[src/rtl/sync_fifo_param_if.sv]
// Producer/consumer bundle for sync_fifo_param. The master drives requests
// and write data; the slave (the FIFO) returns data, status flags and error pulses.
interface sync_fifo_param_if #(
    parameter int DATA_W = 8,
    parameter int DEPTH  = 16
);
    localparam int CW = $clog2(DEPTH) + 1;

    logic              wr_en;
    logic [DATA_W-1:0] wr_data;
    logic              rd_en;
    logic [DATA_W-1:0] rd_data;
    logic              rd_valid;
    logic              empty;
    logic              full;
    logic              almost_empty;
    logic              almost_full;
    logic [CW-1:0]     count;
    logic              wr_overflow;
    logic              rd_underflow;

    modport master (
        output wr_en, wr_data, rd_en,
        input  rd_data, rd_valid, empty, full, almost_empty, almost_full,
               count, wr_overflow, rd_underflow
    );

    modport slave (
        input  wr_en, wr_data, rd_en,
        output rd_data, rd_valid, empty, full, almost_empty, almost_full,
               count, wr_overflow, rd_underflow
    );
endinterface

[src/rtl/sync_fifo_param.sv]
// Parametrised single-clock FIFO with fill level, almost-full/empty thresholds,
// guarded access (rejected requests pulse an error flag) and optional FWFT read.
module sync_fifo_param #(
    parameter int DATA_W   = 8,
    parameter int DEPTH    = 16,
    parameter int AF_LEVEL = DEPTH - 2,
    parameter int AE_LEVEL = 2,
    parameter int FWFT     = 0
) (
    input  logic              clk,
    input  logic              rst_n,
    sync_fifo_param_if.slave  bus
);
    localparam int AW = $clog2(DEPTH);
    localparam int CW = AW + 1;

    logic [DATA_W-1:0] r_mem [DEPTH];
    logic [AW-1:0]     r_wr_ptr;
    logic [AW-1:0]     r_rd_ptr;
    logic [CW-1:0]     r_count;
    logic              r_empty;
    logic              r_full;
    logic              r_almost_empty;
    logic              r_almost_full;
    logic              r_wr_overflow;
    logic              r_rd_underflow;

    logic              w_rd_acc;
    logic              w_wr_acc;
    logic [CW-1:0]     w_count_next;

    // A full FIFO can still take a write when the head leaves in the same cycle.
    assign w_rd_acc = bus.rd_en & ~r_empty;
    assign w_wr_acc = bus.wr_en & (~r_full | w_rd_acc);

    always_comb begin
        w_count_next = r_count;
        case ({w_wr_acc, w_rd_acc})
            2'b10:   w_count_next = r_count + 1'b1;
            2'b01:   w_count_next = r_count - 1'b1;
            default: w_count_next = r_count;
        endcase
    end

    // Storage carries no reset so it can map onto block RAM.
    always_ff @(posedge clk) begin
        if (rst_n && w_wr_acc) begin
            r_mem[r_wr_ptr] <= bus.wr_data;
        end
    end

    always_ff @(posedge clk) begin
        if (!rst_n) begin
            r_wr_ptr       <= '0;
            r_rd_ptr       <= '0;
            r_count        <= '0;
            r_empty        <= 1'b1;
            r_full         <= 1'b0;
            r_almost_empty <= 1'b1;
            r_almost_full  <= 1'b0;
            r_wr_overflow  <= 1'b0;
            r_rd_underflow <= 1'b0;
        end else begin
            if (w_wr_acc) begin
                r_wr_ptr <= r_wr_ptr + 1'b1;
            end
            if (w_rd_acc) begin
                r_rd_ptr <= r_rd_ptr + 1'b1;
            end
            r_count        <= w_count_next;
            // Flags follow the next count so they always agree with count.
            r_empty        <= (w_count_next == '0);
            r_full         <= (w_count_next == CW'(DEPTH));
            r_almost_empty <= (w_count_next <= CW'(AE_LEVEL));
            r_almost_full  <= (w_count_next >= CW'(AF_LEVEL));
            r_wr_overflow  <= bus.wr_en & ~w_wr_acc;
            r_rd_underflow <= bus.rd_en & ~w_rd_acc;
        end
    end

    generate
        if (FWFT != 0) begin : g_fwft
            // Head is always visible; valid whenever something is stored.
            assign bus.rd_data  = r_mem[r_rd_ptr];
            assign bus.rd_valid = ~r_empty;
        end else begin : g_reg_read
            logic [DATA_W-1:0] r_rd_data;
            logic              r_rd_valid;

            always_ff @(posedge clk) begin
                if (!rst_n) begin
                    r_rd_data  <= '0;
                    r_rd_valid <= 1'b0;
                end else begin
                    r_rd_valid <= w_rd_acc;
                    if (w_rd_acc) begin
                        r_rd_data <= r_mem[r_rd_ptr];
                    end
                end
            end

            assign bus.rd_data  = r_rd_data;
            assign bus.rd_valid = r_rd_valid;
        end
    endgenerate

    assign bus.count        = r_count;
    assign bus.empty        = r_empty;
    assign bus.full         = r_full;
    assign bus.almost_empty = r_almost_empty;
    assign bus.almost_full  = r_almost_full;
    assign bus.wr_overflow  = r_wr_overflow;
    assign bus.rd_underflow = r_rd_underflow;
endmodule

[src/flat_wrapper.sv]
// flat-port wrapper written by rule: the top's interface ports become plain ports
module sync_fifo_param_flat 
#(
    parameter int DATA_W   = 8,
    parameter int DEPTH    = 16,
    parameter int AF_LEVEL = DEPTH - 2,
    parameter int AE_LEVEL = 2,
    parameter int FWFT     = 0
)
  (clk, rst_n, bus_wr_en, bus_wr_data, bus_rd_en, bus_rd_data, bus_rd_valid, bus_empty, bus_full, bus_almost_empty, bus_almost_full, bus_count, bus_wr_overflow, bus_rd_underflow);
  sync_fifo_param_if #(.DATA_W(DATA_W), .DEPTH(DEPTH)) bus_i ();
  input  logic clk;
  input  logic rst_n;
  input wire logic [$bits(bus_i.wr_en)-1:0] bus_wr_en;
  input wire logic [$bits(bus_i.wr_data)-1:0] bus_wr_data;
  input wire logic [$bits(bus_i.rd_en)-1:0] bus_rd_en;
  output wire logic [$bits(bus_i.rd_data)-1:0] bus_rd_data;
  output wire logic [$bits(bus_i.rd_valid)-1:0] bus_rd_valid;
  output wire logic [$bits(bus_i.empty)-1:0] bus_empty;
  output wire logic [$bits(bus_i.full)-1:0] bus_full;
  output wire logic [$bits(bus_i.almost_empty)-1:0] bus_almost_empty;
  output wire logic [$bits(bus_i.almost_full)-1:0] bus_almost_full;
  output wire logic [$bits(bus_i.count)-1:0] bus_count;
  output wire logic [$bits(bus_i.wr_overflow)-1:0] bus_wr_overflow;
  output wire logic [$bits(bus_i.rd_underflow)-1:0] bus_rd_underflow;
  assign bus_i.wr_en = bus_wr_en;
  assign bus_i.wr_data = bus_wr_data;
  assign bus_i.rd_en = bus_rd_en;
  assign bus_rd_data = bus_i.rd_data;
  assign bus_rd_valid = bus_i.rd_valid;
  assign bus_empty = bus_i.empty;
  assign bus_full = bus_i.full;
  assign bus_almost_empty = bus_i.almost_empty;
  assign bus_almost_full = bus_i.almost_full;
  assign bus_count = bus_i.count;
  assign bus_wr_overflow = bus_i.wr_overflow;
  assign bus_rd_underflow = bus_i.rd_underflow;
  sync_fifo_param #(.DATA_W(DATA_W), .DEPTH(DEPTH), .AF_LEVEL(AF_LEVEL), .AE_LEVEL(AE_LEVEL), .FWFT(FWFT)) u_core (.clk(clk), .rst_n(rst_n), .bus(bus_i));
endmodule
[config.mk]
export PLATFORM = sky130hd
export DESIGN_NAME = sync_fifo_param_flat
export DESIGN_NICKNAME = d
export VERILOG_FILES = /design/src/rtl/sync_fifo_param_if.sv /design/src/rtl/sync_fifo_param.sv /design/src/flat_wrapper.sv
export SDC_FILE = /design/constraint.sdc
export NUM_CORES = 1
export LEC_CHECK = 0
export ABC_AREA = 1
export CORE_UTILIZATION = 35
export DETAILED_ROUTE_END_ITERATION = 10
export GPL_TIMING_DRIVEN = 0
export PLACE_DENSITY = 0.52
export SYNTH_ARGS = -nofsm -noshare
export SYNTH_HDL_FRONTEND = slang
export SYNTH_SLANG_ARGS = --single-unit
[constraint.sdc]
create_clock -name clk -period 2.6 [get_ports clk]
set_clock_uncertainty 0.05 [all_clocks]
set_input_delay 0.52 -clock clk [delete_from_list [all_inputs] [get_ports clk]]
set_output_delay 0.52 -clock clk [all_outputs]
set_load 0.01 [all_outputs]
## Word level (Yosys, flattened, before mapping)

Memory sizes are Yosys's and may differ from the RTL's. A register that Yosys moved wholly into a read port is not among the register bits.
Index checks and enable logic that the tools add are counted.

| operators by class | value |
|---|---|
| add/subtract/negate cells | 4 |
| magnitude comparators | 2 |
| equality and inequality tests | 3 |
| mux-type cells | 3 |
| bitwise gates (word level) | 9 |
| reductions and logical operators | 3 |

Operators by type and width:

| operator | number |
|---|---|
| case mux 5 bit (2 select lines) | 1 |
| adder 4 x 1 -> 4 bit (second input constant) | 2 |
| adder 5 x 1 -> 5 bit (second input constant) | 1 |
| == test 5 bit (second input constant) | 1 |
| >= comparator 5 x 4 -> 1 bit (second input constant) | 1 |
| <= comparator 5 x 2 -> 1 bit (second input constant) | 1 |
| logical NOT 5 bit | 1 |
| subtractor 5 x 1 -> 5 bit (second input constant) | 1 |
| AND 1 bit | 4 |
| NOT 1 bit | 4 |
| == test 2 x 1 -> 1 bit (second input constant) | 1 |
| == test 2 bit (second input constant) | 1 |
| 2-to-1 mux 1 bit | 2 |
| logical AND 1 bit | 1 |
| logical NOT 1 bit | 1 |
| bitwise OR 1 bit | 1 |

| storage, ports and cells | value |
|---|---|
| flip-flop bits (word level) | 20 |
| memory bits (writable) | 128 |
| input port bits | 12 |
| output and inout port bits | 20 |
| logic and storage cells | 35 |
| memories | 1 |

Memories:

| name | words | width | read ports | clocked after memory_dff | wr ports | RTL line | source |
|---|---|---|---|---|---|---|---|
| u_core.r_mem | 16 | 8 | 1 | 1 | 1 | sync_fifo_param.sv:17 | `logic [DATA_W-1:0] r_mem [DEPTH];` |

## Depth between registers and ports, before layout

Gate-level depths: netlist of the first run.

| logic depth | value |
|---|---|
| word-level depth | 7 |
| depth in mapped cells | 19 |
| gate-level depth less buffers | 19 |

## Least setup slack after synthesis of the first run

No wires, ideal clock.

| timing | value |
|---|---|
| path type | input -> register |
| start point | in bus_rd_en |
| end point | reg u_core.r_almost_empty (netlist: u_core.bus.almost_empty) |
| setup time | 0.111 ns |
| arrival time | 2.193 ns |
| data required time | 2.439 ns |
| path slack | 0.246 ns |
| stages | 15 |
| buffers on the path | 1 |
| cell sequence | inv_1 nor2_4 clkbuf_1 ha_1 nand2_1 inv_1 nor2_1 ha_1 inv_1 o21ai_0 nand2_1 nor2_1 a21oi_1 nand2_1 nor2_1 |

| on the way | value |
|---|---|
| longest elaborated chain between the ends | 6 |
| elaborated cells between the ends (all ways) | 7 |
| those cells by class | order compare (1); eq/ne (2); mux (1); bitwise (3) |

Ends and longest elaborated chain:

| what | RTL line | source |
|---|---|---|
| from (decl) | flat_wrapper.sv:16 | `input wire logic [$bits(bus_i.rd_en)-1:0] bus_rd_en;` |
| AND 1 bit * | sync_fifo_param.sv:33 | `assign w_rd_acc = bus.rd_en & ~r_empty;` |
| named net u_core.w_rd_acc | sync_fifo_param.sv:28 | `logic w_rd_acc;` |
| bitwise OR 1 bit | sync_fifo_param.sv:34 | `assign w_wr_acc = bus.wr_en & (~r_full \| w_rd_acc);` |
| AND 1 bit | sync_fifo_param.sv:34 |  |
| == test 2 x 1 -> 1 bit / == test 2 bit (equally long branches) | sync_fifo_param.sv:38 | `case ({w_wr_acc, w_rd_acc})` |
| case mux 5 bit (2 select lines) * | sync_fifo_param.sv:38 |  |
| <= comparator 5 x 2 -> 1 bit * | sync_fifo_param.sv:74 | `r_almost_empty <= (w_count_next <= CW'(AE_LEVEL));` |
| to (signal assigned) | sync_fifo_param.sv:74 |  |
| to (decl) | sync_fifo_param.sv:23 | `logic r_almost_empty;` |

The timed path passes the listed nets; every way through them passes the cells marked *.
A chain may end at the register's enable or synchronous reset.

## Worst setup path in the final report of the first run

| timing | value |
|---|---|
| start point | in bus_rd_en |
| end point | mem u_core.r_mem[8][7] (enable) |

| on the way | value |
|---|---|
| longest elaborated chain between the ends | 6 |

Ends and longest elaborated chain:

| what | RTL line | source |
|---|---|---|
| AND 1 bit | sync_fifo_param.sv:33 |  |
| bitwise OR 1 bit | sync_fifo_param.sv:34 |  |
| AND 1 bit | sync_fifo_param.sv:34 |  |
| logical AND 1 bit | sync_fifo_param.sv:47 | `if (rst_n && w_wr_acc) begin` |
| 2-to-1 mux 1 bit | sync_fifo_param.sv:47 |  |
| 2-to-1 mux 1 bit (implied by the code) | sync_fifo_param.sv:48 | `r_mem[r_wr_ptr] <= bus.wr_data;` |
| to (decl) | sync_fifo_param.sv:17 |  |

No other way between the ends.

==> qor.txt, run 1 <==
run status: finished, violations left
failing checks: DRC
largest net degree at the start of global routing: 17
clock root buffer: clkbuf_16
Max Cap Viol: 0
antenna-violating nets left: 0
Cell Pwr Density: 831 nW/um^2
Reg-to-Reg Start: u_core.bus.empty
first-pass GRT wire length: 24200 microns
clock latency on the worst-skew pair: 430 ps
CTS tree: yes
Worst Path Buf+Inv: 3
Int Pwr: 4650 uW
Cells after Synth: 619
Mapped Area: 6490 sq um
Fin Hold WS: 435 ps
commonest non-fill, non-tap cells in the layout: nand2_1 (191), edfxtp_1 (128), nand3_1 (105)
syn_nets: 640
cts hold-fix bufs: 0
power share of the clock group: 37.5%
Distinct cells, synth: 28
Pre-Repair DR Iteration Count: 8
Worst Max-Slew Pin Slew: 760 ps
Yosys top cell area share: 59.2%
gpl congestion: 0.798
Fin. Hold Viols: 0
total track usage: 17.1%
crit-path most repeated cell: nor2_1
full die area: 19100 sq um
synthesized flop and latch total: 156
Switching Share: 27.9%
LEAKAGE: 0.00290 uW
Reg2Reg Depth: 7
Via Count: 4477
critical path depth in cells: 9
Hold Path Cell Cnt: 2
most common cell after layout, fill and taps aside: nand2_1
Avg WL per Cell: 17.1 microns
Final Util: 42.9%
fraction of layout cells with a size suffix above 1: 12.6%
max frequency: 398 MHz
detailed placement HPWL: 10500 microns
1st-iter DRT viols: 395
Psw: 1800 uW
Tcrit/Tclk final: 96.7%
IO buf count: 31
path type of the worst min-delay path: reg2reg
die width: 138 microns
Comb power frac: 18.0%
clock sinks: 156
Hold Crit Start: u_core.bus.empty
Crit Path Class: in2reg
synth warn: 0
Ports: 32
Rel. slew slack: 49.2%
post-synthesis sequential area ratio: 67.9%
Cell Chain, Critical Path: clkdlybuf4s50_1 > inv_1 > nor2_4 > inv_4 > nand2_2 > nand2_4 > nor2_1 > nand2_1 > nor2_1
area delta synth->final: 19.7%
GRT Residual Overflow: 0
Crit path largest cell delay: 540 ps
Layout Nets: 691
initial antenna violation count: 0
clock buffer count from CTS: 17
Avg Inst Size Synth: 10.5 sq um
startpoint types: input pin
Die Ht: 138 microns
Vias per Instance: 4.91
Core Box Area: 18100 sq um
H-tree levels: 4
largest cells by area after synthesis: edfxtp_1 (59%), nand2_1 (11%), dfxtp_1 (8.6%), nand3_1 (8.3%), nor2_1 (2.8%)
RSZ-0062 raised after global routing: true
Reg power frac: 44.6%
Clock Tree Buf Depth: 2
WL final: 15600 microns
vias in the first global route: 4225
crit path DAT: 2520 ps
VDD IR max: 459 uV
Critical Path End Type: register
CP Max Fanout: 8
Final min period: 2510 ps
CP max-delay cell: nor2_1
CP top delay family: simple AND/OR/NAND/NOR gates
crit path from: bus_rd_en
Final Max Slew Viols: 0
Req. time, crit path: 2610 ps
Clock Pin Slew Worst Setup and Hold Paths: 60 ps
FP Rows: 49
setup tns final: 0 ps
final setup violation count: 0
Synth area leader: edfxtp_1
starting density of the core: 35.9%
Antenna diodes: 0
number of remaining DRC errors: 6
## through the flow
stage | cells | worst slack [ps] | instance area, sq um | total power [uW]
after floorplan | 619 | 246 | 6490 | 3610
after global placement | 879 | -608 | 7090 | 4030
after detailed placement | 879 | -648 | 7090 | 4050
after CTS | 910 | -59.3 | 7680 | 6450
after global routing | 911 | -65.3 | 7770 | 6730
final | 911 | 85.9 | 7770 | 6450
## metal layers
metal	vias up	global-route usage (%)	routed length, microns
li1	2194	-	-
met1	2137	23.7	7510
met2	133	27.0	7180
met3	13	3.08	730
met4	0	5.80	192
met5	-	0	0
## worst paths after layout
| check | endpoint | slack [ps] |
|---|---|---|
| hold reg to reg | u_core.bus.rd_underflow | 430 |
| hold / removal | u_core.bus.rd_underflow | 430 |
| setup / recovery | u_core.r_mem[8][7] | 90 |
| setup reg to reg | u_core.r_mem[8][7] | 360 |
## kinds of logic (layout without fill, tap and decap cells)
kind of cell    after synthesis  after routing  share of synthesized area (%)
fa+ha+maj                     9              9                           1.74
xor+xnor                      2              2                          0.270
simple gates                358            358                           23.3
compound gates               31             31                           2.43
flops                       156            156                           67.9
buf+inv                      63            126                           4.40
## timing repair
item | CTS | global route
gates resized for setup | 6 | 28
gates cloned | 0 | 0
pin swaps | 0 | 3
setup buffers | 0 | 1
endpoints found under the setup margin | 93 | 105
## worst register-to-register path, cell delays in order (launching register included)
cell     delay, ps
dfxtp_1        340
nor2_4         150
inv_4           70
nand2_2         90
nand2_4         80
nor2_1         320
nand2_1        240
nor2_1         540
## power groups by stage
| stage | combinational (uW) | sequential, uW | clock [uW] |
|---|---|---|---|
| after floorplan | 659 | 2950 | 0 |
| after global placement | 1110 | 2920 | 0 |
| after detailed placement | 1120 | 2930 | 0 |
| after CTS | 1130 | 2880 | 2450 |
| after global routing | 1300 | 2890 | 2540 |
| final | 1160 | 2870 | 2420 |
## cell type report
class / instances / area, sq um
fillers: 1718 / 10300
flip-flops and latches: 156 / 4400
multi-input cells: 400 / 1890
clock buffers: 18 / 429
repair buffers: 32 / 318
well taps: 229 / 287
plain buffers: 29 / 161
clock inverters: 13 / 146
inverters: 34 / 130
## cell usage after synthesis
cell type  number
nor3b_1         1
edfxtp_1      128
nor3_1          2
nand2_4         1
a21oi_1        15
nor2_1         48
xor2_1          1
buf_1           2
o21bai_1        1
ha_1            9
nand2_2         1
dfxtp_1        28
buf_6           2
nand2_1       193
nand3_1       107
xnor2_1         1
or2_2           2
buf_4           4
clkinv_1        1
buf_2          15
inv_2           4
inv_1          29
nor2_2          1
o21ai_1         8
o21ai_0         7
nor2_4          1
nand3b_1        1
clkbuf_1        6
## sequential cells by signal, summed over array words and instances (netlist names)
register / flops
u_core.bus.rd_data: 8
u_core.r_mem: 128
u_core.bus.wr_overflow: 1
u_core.bus.almost_full: 1
u_core.bus.almost_empty: 1
u_core.r_rd_ptr: 4
u_core.bus.count: 5
u_core.bus.full: 1
u_core.bus.rd_underflow: 1
u_core.r_wr_ptr: 4
u_core.bus.empty: 1
u_core.bus.rd_valid: 1
Power figures use the tool's default switching activity.
==> run 2: changes to the inputs <==
--- a/config.mk
+++ b/config.mk
@@ -5,11 +5,11 @@
 export SDC_FILE = /design/constraint.sdc
 export NUM_CORES = 1
 export LEC_CHECK = 0
-export ABC_AREA = 1
 export CORE_UTILIZATION = 35
 export DETAILED_ROUTE_END_ITERATION = 10
 export GPL_TIMING_DRIVEN = 0
 export PLACE_DENSITY = 0.52
+export SKIP_CTS_REPAIR_TIMING = 1
 export SYNTH_ARGS = -nofsm -noshare
 export SYNTH_HDL_FRONTEND = slang
 export SYNTH_SLANG_ARGS = --single-unit
==> run 2 against run 1 <==
The run ends with setup timing left. First-iteration DRC count shrank 28%. Clock power grew 5%. Synthesized cell count shrank 42%. Die area shrank 4.3%. Critical path depth grew 2. Final area shrank 1.5%. Critical endpoint is now u_core.bus.empty. Critical path type is now reg2reg. Via count shrank 25%. Power shrank 1.8%. Worst hold slack lost 24 ps.
==> qor.txt, run 2 <==
syn_nets: 382 (-40%)
Core Box Area: 17300 sq um (-4.4%)
final setup margin: -50.5 ps (-136 ps)
CP top delay family: compound AO/OA/AOI/OAI gates
Critical Path End Type: register
first-pass GRT wire length: 20300 microns (-16%)
Pre-Repair DR Iteration Count: 4 (-4)
Final Max Slew Viols: 0 (unchanged)
number of fill cells: 1562 (-9.1%)
number of remaining DRC errors: 0 (-6)
Yosys top cell area share: 61.9% (+2.7 points)
FFs w/ async S/R, synth: 0% (unchanged)
commonest cells in the synthesized netlist: edfxtp_1 (128), mux4_2 (32), dfxtp_1 (28), nor2_1 (18)
Die Ht: 135 microns (-2.1%)
largest cells by area after synthesis: edfxtp_1 (62%), mux4_2 (12%), dfxtp_1 (9.0%), a22oi_1 (1.9%), ha_1 (1.8%)
GRT Residual Overflow: 0 (unchanged)
multi-input logic area: 1810 sq um (-4.6%)
Fin. Hold Viols: 0 (unchanged)
Antenna diodes: 0 (unchanged)
vias in the first global route: 3371 (-20%)
Cells after Synth: 361 (-42%)
Layout Nets: 444 (-36%)
Vias per Instance: 5.06 (+3.0%)
Final Util: 44.2% (+1.3 points)
Crit Path Class: reg2reg
Avg Inst Size Synth: 17.2 sq um (+64%)
most numerous cell in the Yosys netlist: edfxtp_1
detailed placement HPWL: 8880 microns (-16%)
Worst Max-Slew Pin Slew: 901 ps (+141 ps)
CTS tree: yes
Rel. slew slack: 39.7% (-9.4 points)
Cell Chain, Critical Path: nand2b_4 > clkinvlp_4 > ha_4 > buf_6 > xor2_1 > ha_2 > nor2b_4 > o32ai_2 > a211oi_2 > xnor2_2 > o41ai_2
synth warn: 0 (unchanged)
Crit path largest cell delay: 380 ps (-160 ps)
IO buf count: 30 (-3.2%)
sequential cell area: 4410 sq um (about the same)
Final min period: 2650 ps (+136 ps)
starting density of the core: 35.9% (about the same)
Synth area leader: edfxtp_1
Mapped Area: 6210 sq um (-4.3%)
clock latency on the worst-skew pair: 420 ps (about the same)
path type of the worst min-delay path: in2reg
Cell Pwr Density: 828 nW/um^2 (-0.26%)
max frequency: 377 MHz (-5.1%)
Req. time, crit path: 2850 ps (+240 ps)
gpl congestion: 0.752 (-5.9%)
FP Rows: 48 (-2.0%)
failing checks: setup timing
most common cell after layout, fill and taps aside: edfxtp_1
WL final: 13600 microns (-13%)
run status: finished, violations left
RSZ-0062 raised after global routing: true
die width: 135 microns (-2.1%)
post-synthesis sequential area ratio: 70.9% (+3.1 points)
Place WS: -872 ps (-224 ps)
fraction of layout cells with a size suffix above 1: 25.7% (+13 points)
1st-iter DRT viols: 285 (-28%)
setup tns final: -50.5 ps (-50.5 ps)
Avg WL per Cell: 20.6 microns (+20%)
Via Count: 3345 (-25%)
Max Cap Viol: 0 (unchanged)
total track usage: 16.0% (-1.1 points)
area delta synth->final: 23.2%
largest net degree at the start of global routing: 17 (unchanged)
Tcrit/Tclk final: 102% (+5.2 points)
Ports: 32 (unchanged)
Worst Path Buf+Inv: 2 (-1)
Fin Hold WS: 411 ps (-24.2 ps)
clock sinks: 156 (unchanged)
post-route design area: 7650 sq um (-1.5%)
max reg flops: 128 (unchanged)
crit path DAT: 2900 ps (+380 ps)
antenna-violating nets left: 0 (unchanged)
clock buffer count from CTS: 17 (unchanged)
LEAKAGE: 0.00253 uW (-13%)
commonest non-fill, non-tap cells in the layout: edfxtp_1 (128), mux4_2 (32), clkdlybuf4s50_1 (28)
EDFF count, synth: 128 (unchanged)
final setup violation count: 1 (+1)
Placed Area: 6830 sq um (-3.6%)
synthesized flop and latch total: 156 (unchanged)
clock root buffer: clkbuf_16
initial antenna violation count: 0 (unchanged)
Distinct cells, synth: 44 (+57%)
CP max-delay cell: o41ai_2
Clock Pin Slew Worst Setup and Hold Paths: 60 ps (about the same)
Clock Tree Buf Depth: 2 (unchanged)
CP Max Fanout: 5 (-3)
full die area: 18300 sq um (-4.3%)
startpoint types: register
VDD IR max: 480 uV (+4.6%)
Largest Register: u_core.r_mem
ys flop type: edfxtp_1
H-tree levels: 4 (unchanged)
-- run 2: cell count changes after synthesis, moves of 10 or more --
cell | before | now
nand2_1 | 193 | 16
nand3_1 | 107 | 4
mux4_2 | 0 | 32
nor2_1 | 48 | 18
inv_1 | 29 | 6
a22oi_1 | 0 | 16
and2_1 | 0 | 10
buf_2 | 15 | 5
-- run 2: worst reg2reg max path, delay by kind of cell (launching register included) --
| family | cells | cell delay (ps) |
|---|---|---|
| xor gates and xnor gates | 2 | 320 |
| and+or+nand+nor | 2 | 310 |
| DFF | 1 | 330 |
| adders and majority gates | 2 | 460 |
| AOI/OAI and AO/OA | 3 | 780 |
| buffers and inverters | 2 | 280 |
-- run 2: per-layer routing --
layer	routed length (microns)	track usage, %
met3	700	4.04
met4	129	4.99
met1	5850	21.5
met5	0	0
met2	6950	25.5
-- run 2: layout make-up --
type                            instances  share of cell area (%)
Clock buffer                           29                    7.65
Multi-Input combinational cell        179                    23.6
Buffer                                 20                    1.39
Inverter                                6                   0.343
Timing Repair Buffer                   43                    5.23
Clock inverter                          3                   0.523
Tap cell                              225                    3.68
Sequential cell                       156                    57.6
-- run 2: report_power, final --
part	switching (uW)	leakage, uW	total, uW	internal (uW)
Sequential	54.8	0.00138	2840	2790
Clock	924	0.000308	2550	1620
Combinational	471	0.000841	948	477
-- run 2: per-stage QoR --
step,instances,total power (uW)
after floorplan,361,3440
after global placement,616,3760
after detailed placement,616,3760
after CTS,648,6310
after global routing,661,6580
final,661,6340
-- run 2: logic make-up after synthesis --
logic type	after synthesis	synth area share [%]
mux	33	11.8
flops	156	70.9
xor+xnor	7	0.987
fa+ha+maj	9	1.81
compound gates	52	5.96
buf+inv	26	1.89
simple gates	78	6.65
-- run 2: worst paths after layout --
path | endpoint | slack, ps | startpoint | cells past startpoint
hold / removal | u_core.bus.rd_underflow | 410 | bus_rd_en | 2
setup reg to reg | u_core.bus.empty | -50 | u_core.bus.empty | 11
setup / recovery | u_core.bus.empty | -50 | u_core.bus.empty | 11
hold reg to reg | u_core.bus.rd_data[3] | 440 | u_core.bus.rd_data[3] | 1
==> run 3: changes to the inputs <==
--- a/config.mk
+++ b/config.mk
@@ -6,6 +6,7 @@
 export NUM_CORES = 1
 export LEC_CHECK = 0
 export CORE_UTILIZATION = 35
+export CTS_BUF_LIST = sky130_fd_sc_hd__clkbuf_2 sky130_fd_sc_hd__clkbuf_4 sky130_fd_sc_hd__clkbuf_8
 export DETAILED_ROUTE_END_ITERATION = 10
 export GPL_TIMING_DRIVEN = 0
 export PLACE_DENSITY = 0.52
==> constraint.sdc (replaced) <==
create_clock -name clk -period 2.6 [get_ports clk]
set_clock_uncertainty 0.05 [all_clocks]
set_input_delay 0.52 -clock clk [delete_from_list [all_inputs] [get_ports clk]]
set_output_delay 0.52 -clock clk [all_outputs]
set_load 0.1 [all_outputs]
==> run 3 against run 2 <==
The flow now finishes without violations. Highest routed layer unchanged. Utilization down 1.9 points. Non-clock buffer count down 12. First-iteration DRC count up 11%. Register-to-register slack better by 90 ps. Sequential power about the same. Routed wire length down 2.7%. Flip-flop and latch count unchanged.
==> qor.txt, run 3 (synthesis results as in run 2) <==
run status: completed
1st-iter DRT viols: 317 (+11%)
Ports: 32 (unchanged)
clock root buffer: clkbuf_8
Fin. Hold Viols: 0 (unchanged)
GRT Residual Overflow: 0 (unchanged)
multi-input logic area: 1820 sq um (+0.76%)
Final Util: 42.4% (-1.9 points)
gpl congestion: 0.761 (+1.2%)
Place WS: -667 ps (+205 ps)
full die area: 18300 sq um (unchanged)
Switching Share: 29.6% (+6.7 points)
Cell Pwr Density: 792 nW/um^2 (-4.4%)
largest net degree at the start of global routing: 17 (unchanged)
CP Max Fanout: 6 (+1)
Largest Register: u_core.r_mem
Final Max Slew Viols: 0 (unchanged)
commonest non-fill, non-tap cells in the layout: edfxtp_1 (128), mux4_2 (32), dfxtp_1 (25)
total track usage: 15.6% (-0.36 points)
starting density of the core: 35.9% (unchanged)
Pre-Repair DR Iteration Count: 5 (+1)
Worst Max-Slew Pin Slew: 987 ps (+86.6 ps)
fraction of layout cells with a size suffix above 1: 24.6% (-1.1 points)
Tcrit/Tclk final: 98.7% (-3.3 points)
Max Cap Viol: 0 (unchanged)
sequential cell area: 4410 sq um (+0.17%)
detailed placement HPWL: 8950 microns (+0.83%)
IO buf count: 30 (unchanged)
Req. time, crit path: 2880 ps (+30 ps)
Core Box Area: 17300 sq um (unchanged)
LEAKAGE: 0.00244 uW (-3.6%)
Crit Path Class: reg2reg
initial antenna violation count: 1 (+1)
Worst Hold End: u_core.bus.rd_underflow
r2r endpoint: u_core.bus.empty
WL final: 13300 microns (-2.7%)
Via Count: 3319 (-0.78%)
VDD IR max: 414 uV (-14%)
Reg power frac: 49.0% (+4.2 points)
max frequency: 390 MHz (+3.3%)
Psw: 1720 uW (+18%)
Clock Pin Slew Worst Setup and Hold Paths: 70 ps (about the same)
Fin Hold WS: 369 ps (-42.1 ps)
clock buffer count from CTS: 17 (unchanged)
Reg2Reg Depth: 10 (-1)
Placed Area: 6870 sq um (+0.55%)
Reg2Reg Setup Slack: 40 ps (+90 ps)
first-pass GRT wire length: 20000 microns (-1.7%)
crit path DAT: 2850 ps (-50 ps)
Clock Tree Buf Depth: 2 (unchanged)
Comb power frac: 22.0% (+7.0 points)
Reg-to-Reg Start: u_core.bus.empty
path type of the worst min-delay path: in2reg
RSZ-0062 raised after global routing: true
final setup margin: 35.0 ps (+85.6 ps)
vias in the first global route: 3329 (-1.2%)
max reg flops: 128 (unchanged)
H-tree levels: 4 (unchanged)
setup tns final: 0 ps (+50.5 ps)
post-route design area: 7330 sq um (-4.3%)
Critical Path End Type: register
antenna-violating nets left: 0 (unchanged)
Die Ht: 135 microns (unchanged)
Hold Path Cell Cnt: 2 (unchanged)
clock sinks: 156 (unchanged)
Antenna diodes: 0 (unchanged)
Rel. slew slack: 34.0% (-5.8 points)
Avg WL per Cell: 20.5 microns (-0.72%)
startpoint types: register
FP Rows: 48 (unchanged)
Final min period: 2560 ps (-85.6 ps)
number of remaining DRC errors: 0 (unchanged)
CTS tree: yes
Layout Nets: 432 (-2.7%)
number of fill cells: 1589 (+1.7%)
most common cell after layout, fill and taps aside: edfxtp_1
power share of the clock group: 29.0% (-11 points)
area delta synth->final: 18.0%
clock latency on the worst-skew pair: 440 ps (+20 ps)
Vias per Instance: 5.12 (+1.2%)
Int Pwr: 4090 uW (-16%)
die width: 135 microns (unchanged)
final setup violation count: 0 (-1)
Hold Crit Start: bus_rd_en
[run 3: cell count changes in the layout (fill, tap and decap cells not counted), moves of 3 or more]
cell and change:
clkbuf_8 +14, buf_4 -11, clkbuf_16 -21, dlymetal6s2s_1 +4
clkbuf_1 -6, clkbuf_4 +3, clkinv_2 +5, clkdlybuf4s50_1 -4
[run 3: power by group through the flow]
stage | sequential, uW | clock [uW] | combinational, uW
after global routing | 2860 | 1820 | 1350
after floorplan | 3280 | 0 | 542
after global placement | 2900 | 0 | 1240
after CTS | 2850 | 1720 | 1250
final | 2850 | 1680 | 1280
after detailed placement | 2900 | 0 | 1250
[run 3: layer usage]
metal	vias up	global-route usage (%)	share of wire (%)
met1	1705	20.4	43
met2	77	25.6	50
li1	1522	-	-
met5	-	0	0
met4	0	6.18	1.4
met3	15	3.22	5.3
[run 3: through the flow]
step                cells  total power [uW]
global placement      616              4140
CTS                   647              5820
global route          648              6020
finish                648              5800
floorplan             361              3830
detailed placement    616              4150
[run 3: layout make-up]
type	count	share of cell area [%]
flip-flops and latches	156	60.2
multi-input cells	179	24.8
repair buffers	31	4.41
well taps	225	3.84
clock buffers	20	3.50
plain buffers	20	1.47
clock inverters	11	1.40
inverters	6	0.307
[run 3: worst max path at each step]
stage,startpoint,to,slack [ps]
4_1_cts,bus_rd_en,u_core.bus.empty,-230
2_1_floorplan,u_core.bus.empty,u_core.bus.empty,-40
5_1_grt,u_core.bus.empty,u_core.bus.empty,-70
6_report,u_core.bus.empty,u_core.bus.empty,40
3_5_place_dp,bus_wr_en,u_core.r_mem[1][7],-670
3_3_place_gp,bus_rd_en,u_core.bus.empty,-680
[run 3: critical path, stage by stage, from the launching register on]
cell and delay (ps):
dfxtp_4 350, nand2b_4 160, nand2_4 90, nand2_8 80, ha_4 170, ha_1 200
or4b_1 540, o32ai_2 160, a211oi_4 90, xnor2_2 200, o41ai_2 350
